[src/rtl/ex_muldiv_pkg.sv]
// Shared M-extension decode constants, FSM state type and sign helper for ex_muldiv.
package ex_muldiv_pkg;

  localparam logic [31:0] INST_NOP      = 32'h0000_0013;
  localparam logic [6:0]  INST_TYPE_R_M = 7'b0110011;
  localparam logic [6:0]  INST_FUNCT7_M = 7'b0000001;

  localparam logic [2:0] INST_MUL    = 3'b000;
  localparam logic [2:0] INST_MULH   = 3'b001;
  localparam logic [2:0] INST_MULHSU = 3'b010;
  localparam logic [2:0] INST_MULHU  = 3'b011;
  localparam logic [2:0] INST_DIV    = 3'b100;
  localparam logic [2:0] INST_DIVU   = 3'b101;
  localparam logic [2:0] INST_REM    = 3'b110;
  localparam logic [2:0] INST_REMU   = 3'b111;

  typedef enum logic [1:0] {
    ST_IDLE,
    ST_BUSY,
    ST_DONE
  } md_state_e;

  function automatic logic [31:0] neg_if(input logic [31:0] v, input logic neg);
    return neg ? (~v + 32'd1) : v;
  endfunction

endpackage

[src/rtl/ex_muldiv_div_core.sv]
// Iterative restoring unsigned divider: one quotient bit per cycle, 32 cycles after start.
// done_o is high during the final step cycle; results are valid from the following cycle.
module div_core (
  input  logic        clk,
  input  logic        rst,
  input  logic        start_i,
  input  logic        abort_i,
  input  logic [31:0] dividend_i,
  input  logic [31:0] divisor_i,
  output logic        busy_o,
  output logic        done_o,
  output logic [31:0] quotient_o,
  output logic [31:0] remainder_o
);

  logic        busy_q, busy_d;
  logic [4:0]  cnt_q, cnt_d;
  logic [31:0] quo_q, quo_d;
  logic [31:0] rem_q, rem_d;
  logic [31:0] dvs_q, dvs_d;
  logic [32:0] shifted;
  logic [32:0] trial;

  always_comb begin
    busy_d  = busy_q;
    cnt_d   = cnt_q;
    quo_d   = quo_q;
    rem_d   = rem_q;
    dvs_d   = dvs_q;
    // Partial remainder is always < divisor, so the shifted value fits in 33 bits.
    shifted = {rem_q, quo_q[31]};
    trial   = shifted - {1'b0, dvs_q};
    if (abort_i) begin
      busy_d = 1'b0;
      cnt_d  = 5'd0;
    end else if (start_i) begin
      busy_d = 1'b1;
      cnt_d  = 5'd0;
      quo_d  = dividend_i;
      rem_d  = 32'd0;
      dvs_d  = divisor_i;
    end else if (busy_q) begin
      cnt_d = cnt_q + 5'd1;
      if (!trial[32]) begin
        rem_d = trial[31:0];
        quo_d = {quo_q[30:0], 1'b1};
      end else begin
        rem_d = shifted[31:0];
        quo_d = {quo_q[30:0], 1'b0};
      end
      if (cnt_q == 5'd31) busy_d = 1'b0;
    end
  end

  always_ff @(posedge clk) begin
    if (rst) begin
      busy_q <= 1'b0;
      cnt_q  <= 5'd0;
      quo_q  <= 32'd0;
      rem_q  <= 32'd0;
      dvs_q  <= 32'd0;
    end else begin
      busy_q <= busy_d;
      cnt_q  <= cnt_d;
      quo_q  <= quo_d;
      rem_q  <= rem_d;
      dvs_q  <= dvs_d;
    end
  end

  assign busy_o      = busy_q;
  assign done_o      = busy_q && (cnt_q == 5'd31);
  assign quotient_o  = quo_q;
  assign remainder_o = rem_q;

endmodule

[src/rtl/ex_muldiv.sv]
// RV32M execute unit: 34-cycle divide/remainder via div_core, 2 cycles for div-by-zero/overflow.
// Define EX_MULDIV_MUL_EN to add single-cycle MUL/MULH/MULHSU/MULHU; otherwise they are not decoded.
module ex_muldiv
  import ex_muldiv_pkg::*;
(
  input  logic        clk,
  input  logic        rst,
  input  logic [31:0] ins_i,
  input  logic [31:0] rs1_data_i,
  input  logic [31:0] rs2_data_i,
  input  logic        jump_en_i,
  output logic        md_op_o,
  output logic [4:0]  rd_addr_o,
  output logic [31:0] rd_data_o,
  output logic        rd_we_o,
  output logic        hold_flag_o
);

  logic [6:0] opcode;
  logic [6:0] funct7;
  logic [2:0] funct3;
  logic [4:0] rd;
  logic       is_m, is_div, is_mul;
  logic       op_signed, div_zero, div_ovf;
  logic       unused_ins;

  assign opcode     = ins_i[6:0];
  assign rd         = ins_i[11:7];
  assign funct3     = ins_i[14:12];
  assign funct7     = ins_i[31:25];
  assign unused_ins = ^ins_i[24:15];

  assign is_m   = (opcode == INST_TYPE_R_M) && (funct7 == INST_FUNCT7_M);
  assign is_div = is_m && funct3[2];
`ifdef EX_MULDIV_MUL_EN
  assign is_mul = is_m && !funct3[2];
`else
  assign is_mul = 1'b0;
`endif
  assign md_op_o = is_div || is_mul;

  assign op_signed = !funct3[0];
  assign div_zero  = (rs2_data_i == 32'd0);
  assign div_ovf   = op_signed && (rs1_data_i == 32'h8000_0000) && (rs2_data_i == 32'hFFFF_FFFF);

`ifdef EX_MULDIV_MUL_EN
  logic signed [32:0] mul_a, mul_b;
  logic signed [63:0] mul_p;
  logic [31:0]        mul_res;
  always_comb begin
    mul_a   = $signed({(funct3 != INST_MULHU) && rs1_data_i[31], rs1_data_i});
    mul_b   = $signed({(funct3 == INST_MULH) && rs2_data_i[31], rs2_data_i});
    mul_p   = mul_a * mul_b;
    mul_res = (funct3 == INST_MUL) ? mul_p[31:0] : mul_p[63:32];
  end
`endif

  md_state_e   state_q, state_d;
  logic [2:0]  funct3_q, funct3_d;
  logic [4:0]  rd_q, rd_d;
  logic        negq_q, negq_d;
  logic        negr_q, negr_d;
  logic        special_q, special_d;
  logic [31:0] res_q, res_d;

  logic        div_start, div_busy, div_done;
  logic [31:0] div_quo, div_rem;
  logic [31:0] div_res, done_data;
  logic        unused_busy;

  div_core u_div_core (
    .clk         (clk),
    .rst         (rst),
    .start_i     (div_start),
    .abort_i     (jump_en_i),
    .dividend_i  (neg_if(rs1_data_i, op_signed && rs1_data_i[31])),
    .divisor_i   (neg_if(rs2_data_i, op_signed && rs2_data_i[31])),
    .busy_o      (div_busy),
    .done_o      (div_done),
    .quotient_o  (div_quo),
    .remainder_o (div_rem)
  );
  assign unused_busy = div_busy;

  assign div_res   = funct3_q[1] ? neg_if(div_rem, negr_q) : neg_if(div_quo, negq_q);
  assign done_data = special_q ? res_q : div_res;

  always_comb begin
    state_d     = state_q;
    funct3_d    = funct3_q;
    rd_d        = rd_q;
    negq_d      = negq_q;
    negr_d      = negr_q;
    special_d   = special_q;
    res_d       = res_q;
    div_start   = 1'b0;
    hold_flag_o = 1'b0;
    rd_we_o     = 1'b0;
    rd_data_o   = 32'd0;
    rd_addr_o   = 5'd0;
    case (state_q)
      ST_IDLE: begin
        if (is_div && !jump_en_i) begin
          hold_flag_o = 1'b1;
          funct3_d    = funct3;
          rd_d        = rd;
          negq_d      = op_signed && (rs1_data_i[31] ^ rs2_data_i[31]);
          negr_d      = op_signed && rs1_data_i[31];
          // Special cases bypass the divider and write back from res_q.
          if (div_zero) begin
            special_d = 1'b1;
            res_d     = funct3[1] ? rs1_data_i : 32'hFFFF_FFFF;
            state_d   = ST_DONE;
          end else if (div_ovf) begin
            special_d = 1'b1;
            res_d     = funct3[1] ? 32'd0 : 32'h8000_0000;
            state_d   = ST_DONE;
          end else begin
            special_d = 1'b0;
            div_start = 1'b1;
            state_d   = ST_BUSY;
          end
        end
`ifdef EX_MULDIV_MUL_EN
        else if (is_mul && !jump_en_i) begin
          rd_we_o   = 1'b1;
          rd_data_o = mul_res;
          rd_addr_o = rd;
        end
`endif
      end
      ST_BUSY: begin
        hold_flag_o = !jump_en_i;
        if (div_done) state_d = ST_DONE;
      end
      ST_DONE: begin
        if (!jump_en_i) begin
          rd_we_o   = 1'b1;
          rd_data_o = done_data;
          rd_addr_o = rd_q;
        end
        state_d = ST_IDLE;
      end
      default: state_d = ST_IDLE;
    endcase
    if (jump_en_i) state_d = ST_IDLE;
  end

  always_ff @(posedge clk) begin
    if (rst) begin
      state_q   <= ST_IDLE;
      funct3_q  <= 3'd0;
      rd_q      <= 5'd0;
      negq_q    <= 1'b0;
      negr_q    <= 1'b0;
      special_q <= 1'b0;
      res_q     <= 32'd0;
    end else begin
      state_q   <= state_d;
      funct3_q  <= funct3_d;
      rd_q      <= rd_d;
      negq_q    <= negq_d;
      negr_q    <= negr_d;
      special_q <= special_d;
      res_q     <= res_d;
    end
  end

endmodule

[config.mk]
export PLATFORM = sky130hd
export DESIGN_NAME = ex_muldiv
export DESIGN_NICKNAME = d
export VERILOG_FILES = /design/src/rtl/ex_muldiv_pkg.sv /design/src/rtl/ex_muldiv_div_core.sv /design/src/rtl/ex_muldiv.sv
export SDC_FILE = /design/constraint.sdc
export NUM_CORES = 1
export LEC_CHECK = 0
export CAP_MARGIN = 25
export CORE_MARGIN = 5
export CORE_UTILIZATION = 27
export CTS_CLUSTER_SIZE = 28
export DETAILED_ROUTE_END_ITERATION = 8
export HOLD_SLACK_MARGIN = 0.02
export MAX_ROUTING_LAYER = met4
export SLEW_MARGIN = 10
export SYNTH_ARGS = -nofsm -noshare
export SYNTH_HDL_FRONTEND = slang
export SYNTH_SLANG_ARGS = --single-unit
[constraint.sdc]
create_clock -name clk -period 4.08 [get_ports clk]
set_input_delay 1.224 -clock clk [delete_from_list [all_inputs] [get_ports clk]]
set_output_delay 1.224 -clock clk [all_outputs]
set_load 0.03 [all_outputs]
# [Word-level counts from Yosys, hierarchy flattened]
# Index checks and enable logic that the tools add are counted.
[word_totals] output_inout_bits=40 regBits=146 inputBits=99 wordCells=93
[classes] add_sub_neg=6 bitwise=6 n_eq_ne=9 muxes=38 reduce_logical=22
[op_table] cell="$mux 32" count=17
[op_table] cell="$add 32x1->32 const B" count=4
[op_table] cell="$not 32->32" count=4
[op_table] cell="$eq 32x32->1 const B" count=2
[op_table] cell="$sub 33x32->33" count=1
[op_table] cell="$logic_not 32->1" count=1
[op_table] cell="$mux 1" count=13
[op_table] cell="$mux 5" count=2
[op_table] cell="$logic_and 1x1->1" count=9
[op_table] cell="$mux 2" count=4
[op_table] cell="$reduce_and 2->1" count=4
[op_table] cell="$eq 7x1->1 const B" count=1
[op_table] cell="$eq 7x6->1 const B" count=1
[op_table] cell="$add 5x1->5 const B" count=1
[op_table] cell="$eq 5x5->1 const B" count=1
[op_table] cell="$ne 2x2->1 const B" count=2
[op_table] cell="$pmux 2 s2" count=1
[op_table] cell="$reduce_bool 2->1" count=2
[op_table] cell="$reduce_and 3->1" count=1
[op_table] cell="$reduce_or 3->1" count=1
[op_table] cell="$eq 2x1->1 const B" count=1
[op_table] cell="$eq 2x2->1 const B" count=1
[op_table] cell="$logic_not 1->1" count=2
[op_table] cell="$logic_not 2->1" count=1
[op_table] cell="4 further kinds" count=4

# [Longest topological paths before layout]
[logic_depth] word_depth=9 ltp_mapped=15 mapped_depth_nobuf=13

# [Hierarchy]
# Synthesis repeated with hierarchy kept, for this count alone.
[hier_totals] hier_cells=1496 hier_area_um2=11503.5
[by_module_without_submodules] module="div_core" seq_area_each_um2=2042.0 area_each_um2=5998.3 cells_each=752 instances=1
[by_module_without_submodules] module="ex_muldiv" seq_area_each_um2=860.8 area_each_um2=5505.3 cells_each=744 instances=1

# [Worst setup path before layout]
# OpenSTA, ideal clock, no wires.
[synth_path] kind="flip-flop to output port" startpoint="register u_div_core.quo_q[7] (netlist: u_div_core.quotient_o[7])" endpoint="output port rd_data_o[27]" path_buffers=1 path_slack_ns=-0.318 arrival_time_ns=3.174 required_ns=2.856 stages_incl_launch_ff=12 path_cell_list="dfxtp_1 -> or3_1 -> or4_1 -> or3_1 -> or3_1 -> buf_2 -> nor2_4 -> nand2_2 -> nand2_1 -> xnor2_1 -> o21ai_0 -> o31ai_1"
[synth_via] elab_chain_len=7
[synth_rtl] item="from (decl)" line_no="ex_muldiv_div_core.sv:18" source="logic [31:0] quo_q, quo_d;"
[synth_rtl] item="from (signal assigned)" line_no="ex_muldiv_div_core.sv:65" source="quo_q <= quo_d;"
[synth_rtl] item="$not 32->32" line_no="ex_muldiv_pkg.sv:24" source="return neg ? (~v + 32'd1) : v;"
[synth_rtl] item="$add 32x1->32" line_no="ex_muldiv_pkg.sv:24"
[synth_rtl] item="$mux 32" line_no="ex_muldiv_pkg.sv:24"
[synth_rtl] item="$mux 32" line_no="ex_muldiv.sv:85" source="assign div_res = funct3_q[1] ? neg_if(div_rem, negr_q) : neg_if(div_quo, negq_q);"
[synth_rtl] item="$mux 32" line_no="ex_muldiv.sv:86" source="assign done_data = special_q ? res_q : div_res;"
[synth_rtl] item="$mux 32" line_no="ex_muldiv.sv:137" source="if (!jump_en_i) begin"
[synth_rtl] item="$mux 32" line_no="ex_muldiv.sv:101" source="case (state_q)"
[synth_rtl] item="to (decl)" line_no="ex_muldiv.sv:14" source="output logic [31:0] rd_data_o,"
# Every way passes these cells.

# [Worst setup path after layout]
[layout_path] startpoint="register u_div_core.quo_q[7] (netlist: u_div_core.quotient_o[7])" endpoint="output port rd_data_o[29]"
# The elaborated chain is that of the path after synthesis.

==> reports/summary.md <==
Status
- status: finished, violations left
- violated checks: negative setup slack

Worst setup path
- Critical Path End Type: primary output
- Bufs and invs on worst path: 1
- CP startpoint kind: flip-flop
- family with the most delay on the worst path: simple AND/OR/NAND/NOR gates
- Slowest cell on crit path: sky130_fd_sc_hd__or4_4
- slowest cell delay on critical path: 430 ps
- required time at the endpoint of the critical path: 2860 ps
- Max Fanout on Critical Path: 7
- WP data arrival: 3410 ps
- CP cell instances: or3_4 -> or4_4 -> or3_4 -> or3_4 -> nor2_4 -> nand2_4 -> o31ai_4 -> xnor2_1 -> o211ai_1 -> a21oi_2 -> buf_12
- Most common cell on crit path: sky130_fd_sc_hd__or3_4
- critical path class: flip-flop to primary output

Timing
- final hold violation count: 0
- Max transition margin: 44.96%
- share of the clock period used by the worst path after layout: 113.6%
- post-route worst hold slack: 451.7 ps
- final worst clock skew: 13.11 ps
- pin slew with the least headroom to its limit: 825.6 ps
- maximum operating frequency: 0.2158 GHz
- worst setup margin: -554.3 ps
- minimum clock period: 4634 ps
- RSZ-0062 raised after global routing: yes
- final setup violating endpoints: 18
- Final Slew Violations: 0

Logic synthesis
- Seq/Total Area, Yosys: 26.72%
- library cell with the largest summed area after synthesis: sky130_fd_sc_hd__dfxtp_1
- top flip-flop cell by instance count after synthesis: sky130_fd_sc_hd__dfxtp_1
- cell area after synthesis: 10,870 µm²
- Ys Warns: 0
- Yosys top cell area share: 26.72%
- syn avg cell area: 7.268 µm²
- Synth Area in Adders: 4.675%
- Synth async-reset ratio: 0%
- area share of xor/xnor cells in the synthesized design: 11.85%
- complex-gate fraction of the synthesized area: 26.47%
- share of synthesized cell area in and, or, nand and nor gates: 21.59%
- number of synthesized flops with an enable pin: 0
- Gate Count Post-Synth: 1,495
- Area contributors post-synth: sky130_fd_sc_hd__dfxtp_1, sky130_fd_sc_hd__a21oi_1, sky130_fd_sc_hd__xnor2_1
- flop and latch count out of synthesis: 145
- Post-Synthesis Net Count: 1,634
- largest family of logic cells by synthesized area: compound AO/OA/AOI/OAI gates
- multiplexer area fraction after synthesis: 3.316%
- number of distinct library cells after synthesis: 68

Finish
- most common cell after layout, fill and taps aside: sky130_fd_sc_hd__nand2_1
- layout cell share with drive strength beyond 1: 18.13%
- Layout Cell Area excl Fill: 14,860 µm²
- Inserted Diodes: 0
- most frequent cells in the layout: sky130_fd_sc_hd__nand2_1, sky130_fd_sc_hd__buf_4, sky130_fd_sc_hd__nor2_1, sky130_fd_sc_hd__a21oi_1, sky130_fd_sc_hd__dfxtp_1
- nets: 1,852
- synth-to-layout area growth: 36.78%
- final std cells w/o fill: 2,251

Floorplanning
- starting utilization of the core area: 27.35%
- Core Region: 39,730 µm²
- die extent in y: 210.6 µm
- Die Width: 210.6 µm
- number of top-level pins: 139
- row count: 73
- area of the die: 44,350 µm²

Global route
- global route total overflow: 0
- global-route usage over all layers: 16.47%
- first-pass GRT wire length: 58,190 µm
- number of global-route vias before repair: 11,040
- antenna violations before repair: 0
- pin count of the biggest net entering global routing: 71

Power
- leakage power: 5.713 nW
- power density over the cells: 229.2 nW/µm²
- overall power of the completed layout: 3.406 mW
- largest vdd supply drop: 0.2697 mV

CTS
- TritonCTS Buffers: 17
- root buffer cell: sky130_fd_sc_hd__clkbuf_16
- number of levels the H-tree was split into: 4
- latest clock arrival within the worst-skew pair: 440 ps
- CTS clk-pin slew, worst paths: 70 ps
- number of clock sinks: 145
- worst-case clock buffer depth: 2
- clock tree from TritonCTS: built

Detailed routing
- routed wire length per instance: 16.30 µm
- number of remaining DRC errors: 0
- vias after detailed routing: 11,520
- number of nets with antenna violations after routing: 0
- via density per instance: 5.118
- total length of routed wires: 36,690 µm
- number of design-rule violations left by the first detailed-router iteration: 817
- total iterations of the first detailed-routing run: 5

Placed design
- count of input and output buffers: 128
- placed insts: 2,218
- placer congestion estimate: 0.8630
- cell area after placement: 14,000 µm²
- Detail Placement HPWL: 28,240 µm

Min path
- hold crit path type: flip-flop to flip-flop

Run
- count of max-cap constraint violations: 0

==> layer usage <==
| metal | part of all wire, % | global-route usage (%) |
|---|---|---|
| met1 | 47 | 21.71 |
| met2 | 46 | 26.25 |
| met3 | 4.8 | 2.605 |
| met4 | 2.0 | 4.695 |
| met5 | 0 | - |
==> Yosys cell counts, drive strengths merged (15+ instances only) <==
cell,n
a211oi,57
a21oi,164
buf,21
clkbuf,69
dfxtp,145
ha,39
inv,59
mux2i,36
nand2,171
nand3,17
nor2,179
nor3,35
o211ai,33
o21ai,113
o31ai,21
or3,15
xnor2,82
xor2,65
==> final timing paths <==
kind / startpoint / end / slack, ps / depth (start not counted)
setup / recovery: u_div_core.quotient_o[7] / rd_data_o[29] / -550 / 11
hold / removal: res_q[29] / res_q[29] / 450 / 2
setup reg to reg: u_div_core.quotient_o[31] / u_div_core.remainder_o[19] / 320 / 14
hold reg to reg: res_q[29] / res_q[29] / 450 / 2
==> sequential cells by signal, indices dropped and copies added, names as in the netlist <==
name,count
u_div_core.busy_o,1
state_q,2
negr_q,1
negq_q,1
u_div_core.remainder_o,32
u_div_core.dvs_q,32
u_div_core.cnt_q,5
rd_q,5
funct3_q,1
res_q,32
special_q,1
u_div_core.quotient_o,32
==> cell families after synthesis <==
| family | count (synthesis) |
|---|---|
| AOI/OAI and AO/OA | 465 |
| buffers and inverters | 149 |
| muxes | 36 |
| and+or+nand+nor | 513 |
| xor gates and xnor gates | 147 |
| DFF | 145 |
| adders and majority gates | 40 |
==> power breakdown <==
part           total [mW]  switching [mW]  internal [mW]
clock network        1.67           0.698          0.973
registers            1.41       0.0000113           1.41
logic               0.320           0.156          0.163
==> layout make-up <==
| type | instances | area [µm²] |
|---|---|---|
| well taps | 525 | 656.9 |
| clock buffers | 18 | 429.2 |
| multi-input cells | 1201 | 7676 |
| fillers | 4124 | 24870 |
| inverters | 59 | 221.5 |
| clock inverters | 14 | 181.4 |
| repair buffers | 289 | 2790 |
| flip-flops and latches | 145 | 2907 |
==> repair_timing <==
item | in CTS | in global routing
hold buffers | 0 | 0
gates resized for setup | 38 | 23
endpoints found under the setup margin | 20 | 25
buffers inserted | 2 | 1
pin swaps | 20 | 16
==> worst min-delay path, delay by kind of cell (launching register included) <==
kind,cells,cell delay [ps]
flops,1,310
simple gates,1,50
compound gates,1,50
==> through the flow <==
step | util (%) | setup TNS (ps) | setup slack [ps]
2_1_floorplan | - | -25.15 | -14.75
3_3_place_gp | 35.25 | -5519 | -326.6
3_5_place_dp | 35.25 | -9577 | -309.6
4_1_cts | 37.16 | -8273 | -641.4
5_1_grt | 37.41 | -10300 | -662.8
6_report | 37.41 | -7689 | -554.3
No activity file was read; power rests on OpenSTA's default activity.
